--- src/rtl/ts_trigger_cond_if.sv ---
// Event-side bundle of ts_trigger_cond: one-deep valid/ready timestamped event
// register plus sticky overflow flag and its clear.
interface ts_trigger_cond_if #(
    parameter int unsigned N_CH = 8
);
    logic            ev_valid;
    logic            ev_ready;
    logic [N_CH-1:0] ev_src;
    logic [31:0]     ev_sec;
    logic [31:0]     ev_nsec;
    logic            ev_overflow;
    logic            ev_overflow_clr;

    modport master (
        output ev_valid, ev_src, ev_sec, ev_nsec, ev_overflow,
        input  ev_ready, ev_overflow_clr
    );

    modport slave (
        input  ev_valid, ev_src, ev_sec, ev_nsec, ev_overflow,
        output ev_ready, ev_overflow_clr
    );
endinterface

--- src/rtl/ts_trigger_cond.sv ---
// Trigger-pin conditioning: sync, glitch filter, edge qualify, timestamped event capture.
// Optional per-channel retrigger holdoff is built only when TS_TRIG_HOLDOFF_EN is defined.
module ts_trigger_cond #(
    parameter int unsigned N_CH       = 8,
    parameter int unsigned FILT_WIDTH = 8
) (
    input  logic                  aclk,
    input  logic                  aresetn,
    input  logic [N_CH-1:0]       trig_in,
    input  logic [N_CH-1:0]       cfg_rise_en,
    input  logic [N_CH-1:0]       cfg_fall_en,
    input  logic [FILT_WIDTH-1:0] cfg_filt_len,
    input  logic [15:0]           cfg_holdoff,
    input  logic [31:0]           rtc_sec,
    input  logic [31:0]           rtc_nsec,
    output logic [N_CH-1:0]       trig_out,
    ts_trigger_cond_if.master     ev
);

    typedef enum logic [1:0] {StInit, StLoad, StRun} state_e;

    state_e                state_q, state_d;
    logic [1:0]            arm_q, arm_d;
    logic [N_CH-1:0]       s1_q, s2_q;
    logic [N_CH-1:0]       filt_q, filt_d;
    logic [FILT_WIDTH-1:0] cnt_q [N_CH];
    logic [FILT_WIDTH-1:0] cnt_d [N_CH];
    logic [N_CH-1:0]       update, qual;
    logic [N_CH-1:0]       trig_q, trig_d;

    logic                  ev_valid_q, ev_valid_d;
    logic [N_CH-1:0]       ev_src_q, ev_src_d;
    logic [31:0]           ev_sec_q, ev_sec_d;
    logic [31:0]           ev_nsec_q, ev_nsec_d;
    logic                  ev_ovf_q, ev_ovf_d;

    // Hold off filter loading until the synchroniser holds real pin levels.
    always_comb begin
        state_d = state_q;
        arm_d   = arm_q;
        unique case (state_q)
            StInit: begin
                if (arm_q == 2'd2) state_d = StLoad;
                else               arm_d   = arm_q + 2'd1;
            end
            StLoad:  state_d = StRun;
            default: state_d = StRun;
        endcase
    end

    always_comb begin
        filt_d = filt_q;
        update = '0;
        for (int i = 0; i < N_CH; i++) cnt_d[i] = cnt_q[i];
        if (state_q == StLoad) begin
            filt_d = s2_q;
            for (int i = 0; i < N_CH; i++) cnt_d[i] = '0;
        end else if (state_q == StRun) begin
            for (int i = 0; i < N_CH; i++) begin
                if (s2_q[i] == filt_q[i]) begin
                    cnt_d[i] = '0;
                end else if (cnt_q[i] >= cfg_filt_len) begin
                    filt_d[i] = s2_q[i];
                    cnt_d[i]  = '0;
                    update[i] = 1'b1;
                end else begin
                    cnt_d[i] = cnt_q[i] + FILT_WIDTH'(1);
                end
            end
        end
        qual = update & ((s2_q & cfg_rise_en) | (~s2_q & cfg_fall_en));
    end

`ifdef TS_TRIG_HOLDOFF_EN
    logic [15:0] hold_q [N_CH];
    logic [15:0] hold_d [N_CH];

    always_comb begin
        trig_d = '0;
        for (int i = 0; i < N_CH; i++) begin
            hold_d[i] = hold_q[i];
            if (hold_q[i] != 16'd0) begin
                hold_d[i] = hold_q[i] - 16'd1;
            end else if (qual[i]) begin
                trig_d[i] = 1'b1;
                hold_d[i] = cfg_holdoff;
            end
        end
    end

    always_ff @(posedge aclk) begin
        for (int i = 0; i < N_CH; i++) begin
            if (!aresetn) hold_q[i] <= '0;
            else          hold_q[i] <= hold_d[i];
        end
    end
`else
    logic unused_holdoff;
    assign unused_holdoff = ^cfg_holdoff;
    assign trig_d         = qual;
`endif

    // A new event may replace the held one in the same cycle it is consumed.
    always_comb begin
        ev_valid_d = ev_valid_q;
        ev_src_d   = ev_src_q;
        ev_sec_d   = ev_sec_q;
        ev_nsec_d  = ev_nsec_q;
        ev_ovf_d   = ev_ovf_q;
        if (ev.ev_overflow_clr) ev_ovf_d = 1'b0;
        if (|trig_d) begin
            if (!ev_valid_q || ev.ev_ready) begin
                ev_valid_d = 1'b1;
                ev_src_d   = trig_d;
                ev_sec_d   = rtc_sec;
                ev_nsec_d  = rtc_nsec;
            end else begin
                ev_ovf_d = 1'b1;
            end
        end else if (ev_valid_q && ev.ev_ready) begin
            ev_valid_d = 1'b0;
        end
    end

    always_ff @(posedge aclk) begin
        if (!aresetn) begin
            state_q    <= StInit;
            arm_q      <= '0;
            s1_q       <= '0;
            s2_q       <= '0;
            filt_q     <= '0;
            trig_q     <= '0;
            ev_valid_q <= 1'b0;
            ev_src_q   <= '0;
            ev_sec_q   <= '0;
            ev_nsec_q  <= '0;
            ev_ovf_q   <= 1'b0;
            for (int i = 0; i < N_CH; i++) cnt_q[i] <= '0;
        end else begin
            state_q    <= state_d;
            arm_q      <= arm_d;
            s1_q       <= trig_in;
            s2_q       <= s1_q;
            filt_q     <= filt_d;
            trig_q     <= trig_d;
            ev_valid_q <= ev_valid_d;
            ev_src_q   <= ev_src_d;
            ev_sec_q   <= ev_sec_d;
            ev_nsec_q  <= ev_nsec_d;
            ev_ovf_q   <= ev_ovf_d;
            for (int i = 0; i < N_CH; i++) cnt_q[i] <= cnt_d[i];
        end
    end

    assign trig_out       = trig_q;
    assign ev.ev_valid    = ev_valid_q;
    assign ev.ev_src      = ev_src_q;
    assign ev.ev_sec      = ev_sec_q;
    assign ev.ev_nsec     = ev_nsec_q;
    assign ev.ev_overflow = ev_ovf_q;

endmodule

--- src/flat_wrapper.sv ---
// flat-port wrapper written by rule: the top's interface ports become plain ports
module ts_trigger_cond_flat 
#(
    parameter int unsigned N_CH       = 8,
    parameter int unsigned FILT_WIDTH = 8
)
  (aclk, aresetn, trig_in, cfg_rise_en, cfg_fall_en, cfg_filt_len, cfg_holdoff, rtc_sec, rtc_nsec, trig_out, ev_ev_valid, ev_ev_src, ev_ev_sec, ev_ev_nsec, ev_ev_overflow, ev_ev_ready, ev_ev_overflow_clr);
  ts_trigger_cond_if #(.N_CH(N_CH)) ev_i ();
  input  logic aclk;
  input  logic aresetn;
  input  logic [N_CH-1:0] trig_in;
  input  logic [N_CH-1:0] cfg_rise_en;
  input  logic [N_CH-1:0] cfg_fall_en;
  input  logic [FILT_WIDTH-1:0] cfg_filt_len;
  input  logic [15:0] cfg_holdoff;
  input  logic [31:0] rtc_sec;
  input  logic [31:0] rtc_nsec;
  output logic [N_CH-1:0] trig_out;
  output wire logic [$bits(ev_i.ev_valid)-1:0] ev_ev_valid;
  output wire logic [$bits(ev_i.ev_src)-1:0] ev_ev_src;
  output wire logic [$bits(ev_i.ev_sec)-1:0] ev_ev_sec;
  output wire logic [$bits(ev_i.ev_nsec)-1:0] ev_ev_nsec;
  output wire logic [$bits(ev_i.ev_overflow)-1:0] ev_ev_overflow;
  input wire logic [$bits(ev_i.ev_ready)-1:0] ev_ev_ready;
  input wire logic [$bits(ev_i.ev_overflow_clr)-1:0] ev_ev_overflow_clr;
  assign ev_ev_valid = ev_i.ev_valid;
  assign ev_ev_src = ev_i.ev_src;
  assign ev_ev_sec = ev_i.ev_sec;
  assign ev_ev_nsec = ev_i.ev_nsec;
  assign ev_ev_overflow = ev_i.ev_overflow;
  assign ev_i.ev_ready = ev_ev_ready;
  assign ev_i.ev_overflow_clr = ev_ev_overflow_clr;
  ts_trigger_cond #(.N_CH(N_CH), .FILT_WIDTH(FILT_WIDTH)) u_core (.aclk(aclk), .aresetn(aresetn), .trig_in(trig_in), .cfg_rise_en(cfg_rise_en), .cfg_fall_en(cfg_fall_en), .cfg_filt_len(cfg_filt_len), .cfg_holdoff(cfg_holdoff), .rtc_sec(rtc_sec), .rtc_nsec(rtc_nsec), .trig_out(trig_out), .ev(ev_i));
endmodule
--- config.mk ---
export PLATFORM = sky130hd
export DESIGN_NAME = ts_trigger_cond_flat
export DESIGN_NICKNAME = d
export VERILOG_FILES = /design/src/rtl/ts_trigger_cond_if.sv /design/src/rtl/ts_trigger_cond.sv /design/src/flat_wrapper.sv
export SDC_FILE = /design/constraint.sdc
export NUM_CORES = 1
export LEC_CHECK = 0
export BUFFER_PORTS_ARGS = -buffer_cell sky130_fd_sc_hd__buf_2
export CAP_MARGIN = 20
export CELL_PAD_IN_SITES_DETAIL_PLACEMENT = 1
export CELL_PAD_IN_SITES_GLOBAL_PLACEMENT = 1
export CORE_MARGIN = 1
export CORE_UTILIZATION = 44
export CTS_CLUSTER_SIZE = 10
export DETAILED_ROUTE_END_ITERATION = 16
export PLACE_DENSITY_LB_ADDON = 0.1
export SETUP_SLACK_MARGIN = 0.15
export SKIP_LAST_GASP = 1
export SLEW_MARGIN = 20
export SYNTH_ARGS = -nofsm -noshare
export SYNTH_HDL_FRONTEND = slang
export SYNTH_SLANG_ARGS = --single-unit
--- constraint.sdc ---
create_clock -name aclk -period 4.5 [get_ports aclk]
set_input_delay 0.9 -clock aclk [delete_from_list [all_inputs] [get_ports aclk]]
set_output_delay 0.9 -clock aclk [all_outputs]
set_load 0.01 [all_outputs]
=== Word level (Yosys, flattened, before mapping) ===
Memories as Yosys holds them, arrays and structs flattened.
Cells that the tools add are included.

* Eq/ne operators: 21
* Order comparisons: 8
* Bitwise logic cells: 14
* Add/sub/neg operators: 9
* Reduce and logical (&&, ||, !) cells: 27
* Multiplexer cells: 72

{| class="wikitable"
|+ Operators with widths
! operator !! count
|-
| $mux W8 || 28
|-
| $mux W64 || 2
|-
| $add A8 B1 Y8 const B || 8
|-
| $ge A8 B8 Y1 || 8
|-
| $mux W1 || 40
|-
| $and A8 B8 Y8 || 3
|-
| $reduce_and A3 Y1 || 8
|-
| $reduce_bool A2 Y1 || 10
|-
| $ne A2 B1 Y1 const B || 9
|-
| $eq A1 B1 Y1 || 8
|-
| $not A8 Y8 || 1
|-
| $or A1 B1 Y1 || 8
|-
| $or A8 B8 Y8 || 1
|-
| $reduce_and A2 Y1 || 4
|-
| $reduce_or A8 Y1 || 1
|-
| $eq A2 B2 Y1 const B || 2
|-
| $mux W2 || 2
|-
| $add A2 B1 Y2 const B || 1
|-
| $eq A2 B1 Y1 const B || 1
|-
| $logic_not A2 Y1 || 1
|-
| $ne A2 B2 Y1 const B || 1
|-
| $logic_and A1 B1 Y1 || 1
|-
| $logic_not A1 Y1 || 1
|-
| $logic_or A1 B1 Y1 || 1
|-
| $not A1 Y1 || 1
|}

* Output and inout bits: 82
* Memory bits (writable): 64
* Flip-flop bits (word level): 110
* Bits of input ports: 116
* Memories: 1

{| class="wikitable"
|+ Memory list
! memory !! depth !! width !! read ports !! clocked after Yosys merged registers in !! write ports !! RTL line !! RTL
|-
| u_core.cnt_q || 8 || 8 || 8 || 0 || 8 || ts_trigger_cond.sv:26 || <nowiki>logic [FILT_WIDTH-1:0] cnt_q [N_CH];</nowiki>
|}

=== Longest topological paths before layout ===
Gate-level depths: netlist of run 1.

* Word-level depth: 9
* Mapped depth: 11
* Gate-level depth less buffers: 9

=== Worst setup path after synthesis of run 1 ===
OpenSTA, ideal clock, no wires.

* Path kind: input port to flip-flop
* From: input port cfg_filt_len[2]
* To: register u_core.ev_src_q[3], in the netlist u_core.ev.ev_src[3]
* Slack: 1325 ps
* Arrival time: 3053 ps
* Cell stages on the path: 11
* Path buffers: 2
* Cell sequence: inv_1 -> ha_1 -> a211oi_1 -> o21ai_0 -> a21oi_1 -> o32ai_1 -> nor4_4 -> a21oi_1 -> buf_2 -> buf_6 -> mux2_4

* Longest elaborated chain between the ends: 8
* Elaborated cells between the ends (all ways): 29
* Classes of those cells: order compare (8); mux (18); bitwise (1); reduce/logical (2)

{| class="wikitable"
|+ Ends and longest elaborated chain
! item !! RTL line !! RTL
|-
| start, declared || flat_wrapper.sv:14 || <nowiki>input logic [FILT_WIDTH-1:0] cfg_filt_len;</nowiki>
|-
| $ge A8 B8 Y1 || ts_trigger_cond.sv:62 || <nowiki>end else if (cnt_q[i] >= cfg_filt_len) begin</nowiki>
|-
| $mux W1 || ts_trigger_cond.sv:62 ||
|-
| $mux W1 || ts_trigger_cond.sv:60 || <nowiki>if (s2_q[i] == filt_q[i]) begin</nowiki>
|-
| $mux W8 (*) || ts_trigger_cond.sv:58 || <nowiki>end else if (state_q == StRun) begin</nowiki>
|-
| $mux W8 (*) || ts_trigger_cond.sv:55 || <nowiki>if (state_q == StLoad) begin</nowiki>
|-
| $and A8 B8 Y8 (*) || ts_trigger_cond.sv:71 || <nowiki>qual = update & ((s2_q & cfg_rise_en) | (~s2_q & cfg_fall_en));</nowiki>
|-
| $reduce_or A8 Y1 || ts_trigger_cond.sv:111 || <nowiki>if (|trig_d) begin</nowiki>
|-
| $reduce_and A2 Y1 (no line) || -- ||
|-
| end signal, assigned || ts_trigger_cond.sv:147 || <nowiki>ev_src_q <= ev_src_d;</nowiki>
|-
| end, declared || ts_trigger_cond.sv:32 || <nowiki>logic [N_CH-1:0] ev_src_q, ev_src_d;</nowiki>
|}

Mark *: on every way between the ends. The rest lies on a longest branch, timed or not.
A chain may end at the register's enable or synchronous reset.

=== Worst setup path after layout of run 1 ===
* From: input port cfg_filt_len[3]
* To: register u_core.ev_sec_q[25], in the netlist u_core.ev.ev_sec[25]

* Longest elaborated chain between the ends: 8
* Elaborated cells between the ends (all ways): 29
* Classes of those cells: order compare (8); mux (18); bitwise (1); reduce/logical (2)

{| class="wikitable"
|+ Ends and longest elaborated chain
! item !! RTL line !! RTL
|-
| $ge A8 B8 Y1 || ts_trigger_cond.sv:62 ||
|-
| $mux W1 || ts_trigger_cond.sv:62 ||
|-
| $mux W1 || ts_trigger_cond.sv:60 ||
|-
| $mux W8 (*) || ts_trigger_cond.sv:58 ||
|-
| $mux W8 (*) || ts_trigger_cond.sv:55 ||
|-
| $and A8 B8 Y8 (*) || ts_trigger_cond.sv:71 ||
|-
| $reduce_or A8 Y1 (*) || ts_trigger_cond.sv:111 ||
|-
| $reduce_and A2 Y1 (no line) (*) || -- ||
|-
| end signal, assigned || ts_trigger_cond.sv:148 || <nowiki>ev_sec_q <= ev_sec_d;</nowiki>
|-
| end, declared || ts_trigger_cond.sv:33 || <nowiki>logic [31:0] ev_sec_q, ev_sec_d;</nowiki>
|}

Marked as above.

==> flow_summary.toml, run 1 <==
[layout]
drive_gt1_frac = 0.203
area_growth_pct = 19.6
fillers = 2410
fin_nets = 1385
finalNonFillerCells = 1470
mostFrequentLayoutCells = "buf_2, nand2_1, dfxtp_1"
fin_area_mm2 = 0.0105
num_antenna_cells = 0
final_common_cell = "buf_2"

[drt]
routed_via_density = 5.24
avgRoutedWirePerCell_um = 16.7
first_pass_iters = 4
wirelength_um = 24600
initialDrtViolationCount = 251
antenna_left = 0
drc_errors = 0
dr_total_vias = 7707

[yosys]
ys_async_sr_fraction = 0
ys_seq_elements = 174
ys.flop_type = "dfxtp_1"
ys_warn_count = 0
yosysSeqAreaShare = 0.395
syn_avg_cell_area_um2 = 8.54
yosysUniqueCellTypes = 47
synthCells = 1032
synth_nets = 1224
synth_edf_count = 0
synth_area_mm2 = 0.00882

[placement]
dp.cells = 1438
gp_congestion = 0.742
placed_cell_area_mm2 = 0.00994
dp_hpwl_um = 17300
port_buffers = 181

[status]
status = "complete, no violations"

[clock_network]
cts_buffers = 17
clk_latency_ns = 0.45
htree_num_levels = 4
clock_sinks = 174
cts_hold_buf = 0
cts_tree = "built"
cts_setup_buffers = 0
clkTransAtPathRegs_ns = 0.08
cts.repair.resized = 0
ctsLongestPathBuffers = 2
cts-root-buf = "clkbuf_16"

[timing]
fin_skew_ns = 0.0153
grt_setup_unrepaired = "false"
drv_slew = 0
tns_ns = 0
slew_headroom = 0.323
worst-slew-pin-transition_ns = 1.01
max_freq_ghz = 0.288
fin_crit_sh = 0.772
setup_viol = 0
period_needed_ns = 3.48
fin_worst_hold_slack_ns = 0.438
hold_violations = 0

[global_routing]
grt_antenna_before_repair = 2
grt_pass1_vias = 8076
grt-ovfl-total = 0
grt_util_all_layers = 0.249
grt_max_degree = 92
grt_first_pass_wirelength_um = 40200

[setup_path]
cp_max_fo = 26
arrival_ns = 3.84
endpoint_kind = "flop"
crit_path_start_kind = "input pin"
crit_type = "input pin to flop"
timing.rr.end = "u_core.ev.ev_sec[25]$_SDFFE_PN0P_"
reg2reg_from = "u_core.state_q[0]$_SDFFE_PN0N_"
ff2ff_setup_slack_ns = 1.19
crit_required_ns = 4.87
r2r_cells = 9

[die]
die_w_um = 144
start_util = 0.452
core_mm2 = 0.0195
pin_count = 198
die-area_mm2 = 0.0206
rows = 51
fp.dieH_um = 144

[hold_path]
min_from = "u_core.s1_q[0]$_SDFF_PN0_"
hold_path_class = "flop to flop"
min_path_cells = 1
hold_path_end = "u_core.s2_q[0]$_SDFF_PN0_"

[power]
p_int_w = 0.00254
p_seq_frac = 0.433
comb_power_share = 0.153
p_sw_w = 0.00112
swShare = 0.306
power_density_mw_per_mm2 = 348
p_leak_nw = 4.75
design_power_total_w = 0.00367
pwr-share-clk = 0.414
vdd_drop_max_mv = 0.284

[run]
drv_cap = 0
-- power by group through the flow --
stage,combinational (W),sequential (W),clock [W]
CTS,0.000566,0.00159,0.00154
finish,0.000562,0.00159,0.00152
global placement,0.000539,0.00162,0
global route,0.000638,0.00159,0.00161
detailed placement,0.000561,0.00162,0
floorplan,0.000391,0.00162,0
-- area by class of cell --
class | instances | area [µm²] | share of cell area
Multi-Input combinational cell | 776 | 5020 | 0.476
Sequential cell | 174 | 3480 | 0.330
Timing Repair Buffer | 194 | 1010 | 0.0954
Clock buffer | 17 | 425 | 0.0403
Tap cell | 265 | 332 | 0.0314
Clock inverter | 14 | 170 | 0.0161
Inverter | 30 | 113 | 0.0107
-- worst max-delay path, cell delays in order --
cell	delay, ns
buf_2	0.09
inv_1	0.35
ha_1	0.25
nor2_1	0.05
nor3_1	0.17
a21oi_1	0.09
buf_4	0.16
o32ai_1	0.55
nor4_4	0.15
a21oi_4	0.33
buf_4	0.46
mux2i_1	0.26
-- layer usage --
layer / part of all wire / global-route usage / vias up
li1: - / - / 3877
met1: 0.43 / 0.281 / 3645
met2: 0.49 / 0.439 / 152
met3: 0.064 / 0.0826 / 29
met4: 0.016 / 0.0817 / 4
met5: 0.0013 / 0 / -
-- cells by family (layout without fill, tap and decap cells) --
family,after synthesis,after routing,share of synthesized area
simple gates,427,427,0.238
compound gates,190,190,0.126
flops,174,174,0.395
buf+inv,82,255,0.0379
mux,77,77,0.0895
fa+ha+maj,76,76,0.108
xor+xnor,6,6,0.00596
-- how the worst max path moves through the flow --
stage,start,to,depth (start not counted)
6_report,cfg_filt_len[3],u_core.ev.ev_sec[25]$_SDFFE_PN0P_,12
5_1_grt,cfg_filt_len[2],u_core.ev.ev_nsec[25]$_SDFFE_PN0P_,11
4_1_cts,cfg_filt_len[3],u_core.ev.ev_sec[25]$_SDFFE_PN0P_,12
3_5_place_dp,cfg_filt_len[3],u_core.ev.ev_sec[25]$_SDFFE_PN0P_,12
3_3_place_gp,cfg_filt_len[3],u_core.ev.ev_sec[0]$_SDFFE_PN0P_,12
2_1_floorplan,cfg_filt_len[2],u_core.ev.ev_src[3]$_SDFFE_PN0P_,11
-- flip-flops by register name (all words and copies together), names as in the netlist --
| name | flops |
|---|---|
| u_core.arm_q | 2 |
| u_core.cnt_q | 64 |
| u_core.ev.ev_nsec | 32 |
| u_core.ev.ev_overflow | 1 |
| u_core.ev.ev_sec | 32 |
| u_core.ev.ev_src | 8 |
| u_core.ev.ev_valid | 1 |
| u_core.filt_q | 8 |
| u_core.s1_q | 8 |
| u_core.s2_q | 8 |
| u_core.state_q | 2 |
| u_core.trig_out | 8 |
-- Yosys cell counts, types with 7 or more instances --
cell type  count  share of area
and3_1        39          0.028
dfxtp_1      174           0.40
mux2_2         7         0.0089
nand3b_1      10         0.0085
clkbuf_1      41          0.017
mux2i_1       68          0.077
and2_1        19          0.013
o21ai_0       71          0.040
nor2_1        76          0.032
a21oi_1       85          0.048
ha_1          76           0.11
nand2b_1      18          0.013
nor3_1         8         0.0045
nand3_1       10         0.0057
inv_1         30          0.013
nor3b_1       42          0.036
nor2b_1       22          0.016
nand2_1      176          0.075
-- metrics by stage --
| step | setup WS (ns) | util |
|---|---|---|
| 2_1_floorplan | 1.33 | - |
| 3_3_place_gp | 0.658 | 0.509 |
| 3_5_place_dp | 0.612 | 0.509 |
| 4_1_cts | 1.02 | 0.540 |
| 5_1_grt | 0.847 | 0.540 |
| 6_report | 1.02 | 0.540 |
No activity file was read; power rests on OpenSTA's default activity.
==> inputs of run 2 (changes only) <==
Settings changed: CORE_UTILIZATION 44 to 40.
Clock period 4.5 ns to 3.4 ns, I/O delays scaled along.
==> flow_summary.toml, run 2 (synthesis gave the netlist of run 1 again) <==
[die]
start_util = 0.414
fp.dieH_um = 150
rows = 53
core_mm2 = 0.0213
die_w_um = 150
die-area_mm2 = 0.0226
pin_count = 198

[timing]
hold_violations = 0
drv_slew = 0
fin_crit_sh = 0.881
period_needed_ns = 2.99
slew_headroom = 0.511
setup_slack_ns = 0.405
setup_viol = 0
fin_skew_ns = 0.0194
grt_setup_unrepaired = "false"
worst-slew-pin-transition_ns = 0.733
max_freq_ghz = 0.334
tns_ns = 0

[drt]
initialDrtViolationCount = 196
wirelength_um = 24400
avgRoutedWirePerCell_um = 16.2
first_pass_iters = 4
dr_total_vias = 7792
routed_via_density = 5.18
antenna_left = 0
drc_errors = 0

[setup_path]
crit_chain = "buf_2, inv_1, buf_4, ha_1, o21a_1, nor2_1, o31ai_1, and3_1, nor4_4, a21oi_4, buf_12, mux2i_1"
max_stage_delay_ns = 0.49
arrival_ns = 3.35
cp_max_fo = 28
critical_path.slowest_cell = "o31ai_1"
crit_type = "input pin to flop"
endpoint_kind = "flop"
crit_required_ns = 3.76
crit_path_start_kind = "input pin"

[global_routing]
grt-ovfl-total = 0
grt_pass1_vias = 8005
met1_usage = 0.267
grt_util_all_layers = 0.225
grt_max_degree = 79
grt_first_pass_wirelength_um = 39900
grt-busiest-layer = "met2"
gr-usage-met2 = 0.382
met3_usage = 0.0730
grt_antenna_before_repair = 4

[placement]
dp_hpwl_um = 17900
gp_congestion = 0.757
pre_cts_ws_ns = -0.0133
port_buffers = 181

[layout]
largest-register = "u_core.cnt_q"
final_common_cell = "buf_2"
mostFrequentLayoutCells = "buf_2, nand2_1, dfxtp_1"
fillers = 2621
largest_register_ffs = 64
drive_gt1_frac = 0.219
fin_nets = 1408
area_growth_pct = 22.5

[status]
status = "complete, no violations"

[power]
comb_power_share = 0.160
p_sw_w = 0.00150
power_density_mw_per_mm2 = 448
pwr-share-clk = 0.406
p_seq_frac = 0.434
swShare = 0.311
p_int_w = 0.00333
vdd_drop_max_mv = 0.279
p_leak_nw = 4.87

[clock_network]
ctsLongestPathBuffers = 2
cts_buffers = 17
clk_latency_ns = 0.44
cts-root-buf = "clkbuf_16"
cts_tree = "built"
clock_sinks = 174
htree_num_levels = 4
clkTransAtPathRegs_ns = 0.07

[hold_path]
hold_path_class = "flop to flop"

[run]
drv_cap = 0
[run 2: cell types whose count changed in the layout (fill, tap and decap cells not counted), sizes merged]
| cell | change |
|---|---|
| buf | +24 |
| bufinv | -1 |
| clkinv | +3 |
| clkinvlp | -1 |
| diode | +1 |
| inv | -1 |
[run 2: path summary, 6_finish.rpt]
kind | start | endpoint | slack [ns] | depth (start not counted)
max | cfg_filt_len[3] | u_core.ev.ev_sec[31]$_SDFFE_PN0P_ | 0.41 | 12
min | u_core.s1_q[0]$_SDFF_PN0_ | u_core.s2_q[0]$_SDFF_PN0_ | 0.44 | 1
min reg2reg | u_core.s1_q[0]$_SDFF_PN0_ | u_core.s2_q[0]$_SDFF_PN0_ | 0.44 | 1
max reg2reg | u_core.cnt_q[0][29]$_SDFFE_PP0N_ | u_core.ev.ev_sec[31]$_SDFFE_PN0P_ | 0.59 | 10
[run 2: timing repair]
item	CTS	global route
hold endpoints to repair	0	0
hold buffers	0	0
buffers inserted	0	0
setup endpoints to repair	0	1
gates resized for setup	0	1
[run 2: critical path, delay by kind of cell]
family	cells	cell delay, ns
compound gates	3	1.04
buf+inv	4	0.67
simple gates	3	0.43
fa+ha+maj	1	0.28
mux	1	0.23
[run 2: power by group through the flow]
stage	combinational, W	clock, W	sequential, W
2_1_floorplan	0.000517	0	0.00214
3_3_place_gp	0.000749	0	0.00214
3_5_place_dp	0.000777	0	0.00215
4_1_cts	0.000783	0.00202	0.00210
5_1_grt	0.000878	0.00211	0.00210
6_report	0.000774	0.00196	0.00210
[run 2: per-layer routing]
metal | up-vias | wire length (µm)
met2 | 139 | 11800
li1 | 3927 | -
met5 | - | 27
met1 | 3696 | 10700
met3 | 26 | 1500
met4 | 4 | 350
[run 2: layout make-up]
class	count	area, µm²	area share
timing repair buffer	217	1240	0.115
clock inverter	14	173	0.0160
inverter	30	113	0.0104
tap	275	344	0.0318
clock buffer	18	429	0.0397
multi-input combinational	776	5020	0.465
antenna	1	2.50	0.000232
sequential	174	3480	0.322
[run 2: per-stage QoR]
| stage | utilization | power (W) | std cells | hold slack (ns) | area (µm²) |
|---|---|---|---|---|---|
| 4_1_cts | 0.507 | 0.00490 | 1504 | 0.433 | 10800 |
| 3_3_place_gp | 0.479 | 0.00289 | 1472 | 0.414 | 10200 |
| 6_report | 0.508 | 0.00484 | 1505 | 0.438 | 10800 |
| 3_5_place_dp | 0.479 | 0.00292 | 1472 | 0.421 | 10200 |
| 2_1_floorplan | - | 0.00266 | 1032 | 0.412 | 8820 |
| 5_1_grt | 0.508 | 0.00509 | 1505 | 0.436 | 10800 |
==> inputs of run 3 (changes only) <==
Settings changed: ABC_AREA set to 1, CORE_UTILIZATION 40 to 36.
Clock period 3.4 ns to 2.4 ns, I/O delays scaled along.
==> flow_summary.toml, run 3 <==
[drt]
dr_total_vias = 9068
avgRoutedWirePerCell_um = 16.2
drc_errors = 0
routed_via_density = 4.91
initialDrtViolationCount = 346
first_pass_iters = 4
antenna_left = 0
wirelength_um = 29900

[hold_path]
min_path_cells = 3
hold_path_class = "input pin to flop"

[timing]
fin_skew_ns = 0.0200
period_needed_ns = 2.23
grt_setup_unrepaired = "true"
fin_worst_hold_slack_ns = 0.221
setup_slack_ns = 0.175
setup_viol = 0
fin_crit_sh = 0.927
slew_headroom = 0.527
max_freq_ghz = 0.449
worst-slew-pin-transition_ns = 0.709
drv_slew = 0
hold_violations = 0

[layout]
largest_register_ffs = 64
largest-register = "u_core.cnt_q"
fin_area_mm2 = 0.0129
mostFrequentLayoutCells = "nand2_1, buf_2, nor2_1"
finalNonFillerCells = 1846
fin_nets = 1694
final_common_cell = "nand2_1"
drive_gt1_frac = 0.323
area_growth_pct = 38.2

[setup_path]
arrival_ns = 2.61
crit_type = "input pin to flop"
r2r_cells = 15
crit_required_ns = 2.79
cp_max_fo = 8
endpoint_kind = "flop"
crit_path_start_kind = "input pin"

[yosys]
ys_async_sr_fraction = 0
synth_top_cell_area_share = 0.375
ys_warn_count = 0
synth_common_cells = "nand2_1, dfxtp_1, nor2_1"
synthTopCellsByArea = "dfxtp_1, nand2_1, ha_1"
synth_edf_count = 0
yosysTopAreaCell = "dfxtp_1"
synth_area_mm2 = 0.00930
synth_most_common_cell = "nand2_1"
syn_avg_cell_area_um2 = 7.37
synth_nets = 1453
ys.flop_type = "dfxtp_1"
yosysUniqueCellTypes = 33
ys_seq_elements = 174
synthCells = 1261
yosysSeqAreaShare = 0.375

[clock_network]
cts_tree = "built"
ctsLongestPathBuffers = 2
clkTransAtPathRegs_ns = 0.09
clock_sinks = 174
cts_buffers = 17
htree_num_levels = 4
clk_latency_ns = 0.45
cts-root-buf = "clkbuf_16"
cts_hold_buf = 0

[placement]
port_buffers = 181
dp_hpwl_um = 19200
pre_cts_ws_ns = -0.448
placed_cell_area_mm2 = 0.0108
gp_congestion = 0.772
dp.cells = 1766

[global_routing]
grt_util_all_layers = 0.219
grt_pass1_vias = 9165
grt-ovfl-total = 0
grt_first_pass_wirelength_um = 45700
grt_antenna_before_repair = 5
grt_max_degree = 99

[die]
die_w_um = 163
die-area_mm2 = 0.0265
core_mm2 = 0.0253
pin_count = 198
rows = 58
fp.dieH_um = 163
start_util = 0.368

[run]
drv_cap = 0

[power]
design_power_total_w = 0.00714
swShare = 0.324
power_density_mw_per_mm2 = 555
p_leak_nw = 5.86
pwr-share-clk = 0.397
vdd_drop_max_mv = 0.478
p_int_w = 0.00482
p_seq_frac = 0.421
comb_power_share = 0.182
p_sw_w = 0.00232

[status]
status = "complete, no violations"
==> run 3: cell count changes after synthesis, moves of 18 or more <==
cell,before,now
mux2i_1,68,8
nand2_1,176,286
nand3_1,10,43
xor2_1,5,23
inv_1,30,117
and2_1,19,0
nand3b_1,10,82
a21oi_1,85,146
and3_1,39,0
nor2_1,76,155
nor2b_1,22,0
o21ai_0,71,28
nor3b_1,42,1
nand2b_1,18,0
==> run 3: logic make-up after synthesis <==
family | count (synthesis) | share of synthesized area
AO/OA/AOI/OAI | 204 | 0.119
XOR/XNOR | 37 | 0.0349
adder cells (fa/ha/maj) | 76 | 0.102
buffers and inverters | 176 | 0.0793
flip-flops | 174 | 0.375
multiplexers | 8 | 0.00861
AND/OR/NAND/NOR | 586 | 0.281
==> run 3: layout make-up <==
class / instances / area [µm²]
timing repair buffer: 279 / 2000
fill: 3104 / 12400
inverter: 119 / 468
tap: 330 / 413
multi-input combinational: 911 / 5840
antenna: 1 / 2.50
sequential: 174 / 3540
clock buffer: 18 / 429
clock inverter: 14 / 165
==> run 3: per-stage QoR <==
step / utilization / setup TNS [ns]
floorplan: - / 0
CTS: 0.473 / 0
finish: 0.509 / 0
detailed placement: 0.428 / -27.86
global route: 0.509 / 0
global placement: 0.428 / -27.25
==> run 3: per-layer routing <==
metal  GRT usage  routed length [µm]  part of all wire
met5           0                  34            0.0011
met4      0.0540                 332             0.011
met3      0.0708                1760             0.059
met2       0.377               14600              0.49
met1       0.262               13100              0.44
==> run 3: path summary, 6_finish.rpt <==
kind         slack (ns)                            endpoint                        startpoint
max                0.17  u_core.ev.ev_nsec[19]$_SDFFE_PN0P_                   cfg_filt_len[7]
min                0.22           u_core.s1_q[2]$_SDFF_PN0_                        trig_in[2]
max reg2reg        0.17  u_core.ev.ev_nsec[19]$_SDFFE_PN0P_  u_core.cnt_q[0][14]$_SDFFE_PP0N_
min reg2reg        0.42           u_core.s2_q[3]$_SDFF_PN0_         u_core.s1_q[3]$_SDFF_PN0_
==> run 3: power groups by stage <==
stage,logic [W],registers [W],clock network [W]
after floorplan,0.000662,0.00306,0
after global placement,0.00107,0.00307,0
after detailed placement,0.00110,0.00308,0
after CTS,0.00115,0.00301,0.00290
after global routing,0.00144,0.00302,0.00303
final,0.00130,0.00301,0.00283
==> run 3: what timing repair did <==
action	CTS	global route
setup endpoints to repair	74	106
resized for setup	59	141
pin swaps	18	56
cloned	4	5
buffers inserted	17	22
==> run 3: critical path, cell delays in order <==
cell	delay, ns
buf_8	0.07
clkinvlp_4	0.15
buf_8	0.19
ha_4	0.22
a21o_1	0.17
nor2_2	0.13
nand3_2	0.10
nand3_2	0.10
nand2_2	0.07
nor2_4	0.16
nand2_8	0.09
buf_12	0.14
buf_12	0.12
buf_16	0.13
nand3b_1	0.08
nand2_1	0.07
nor2_1	0.12
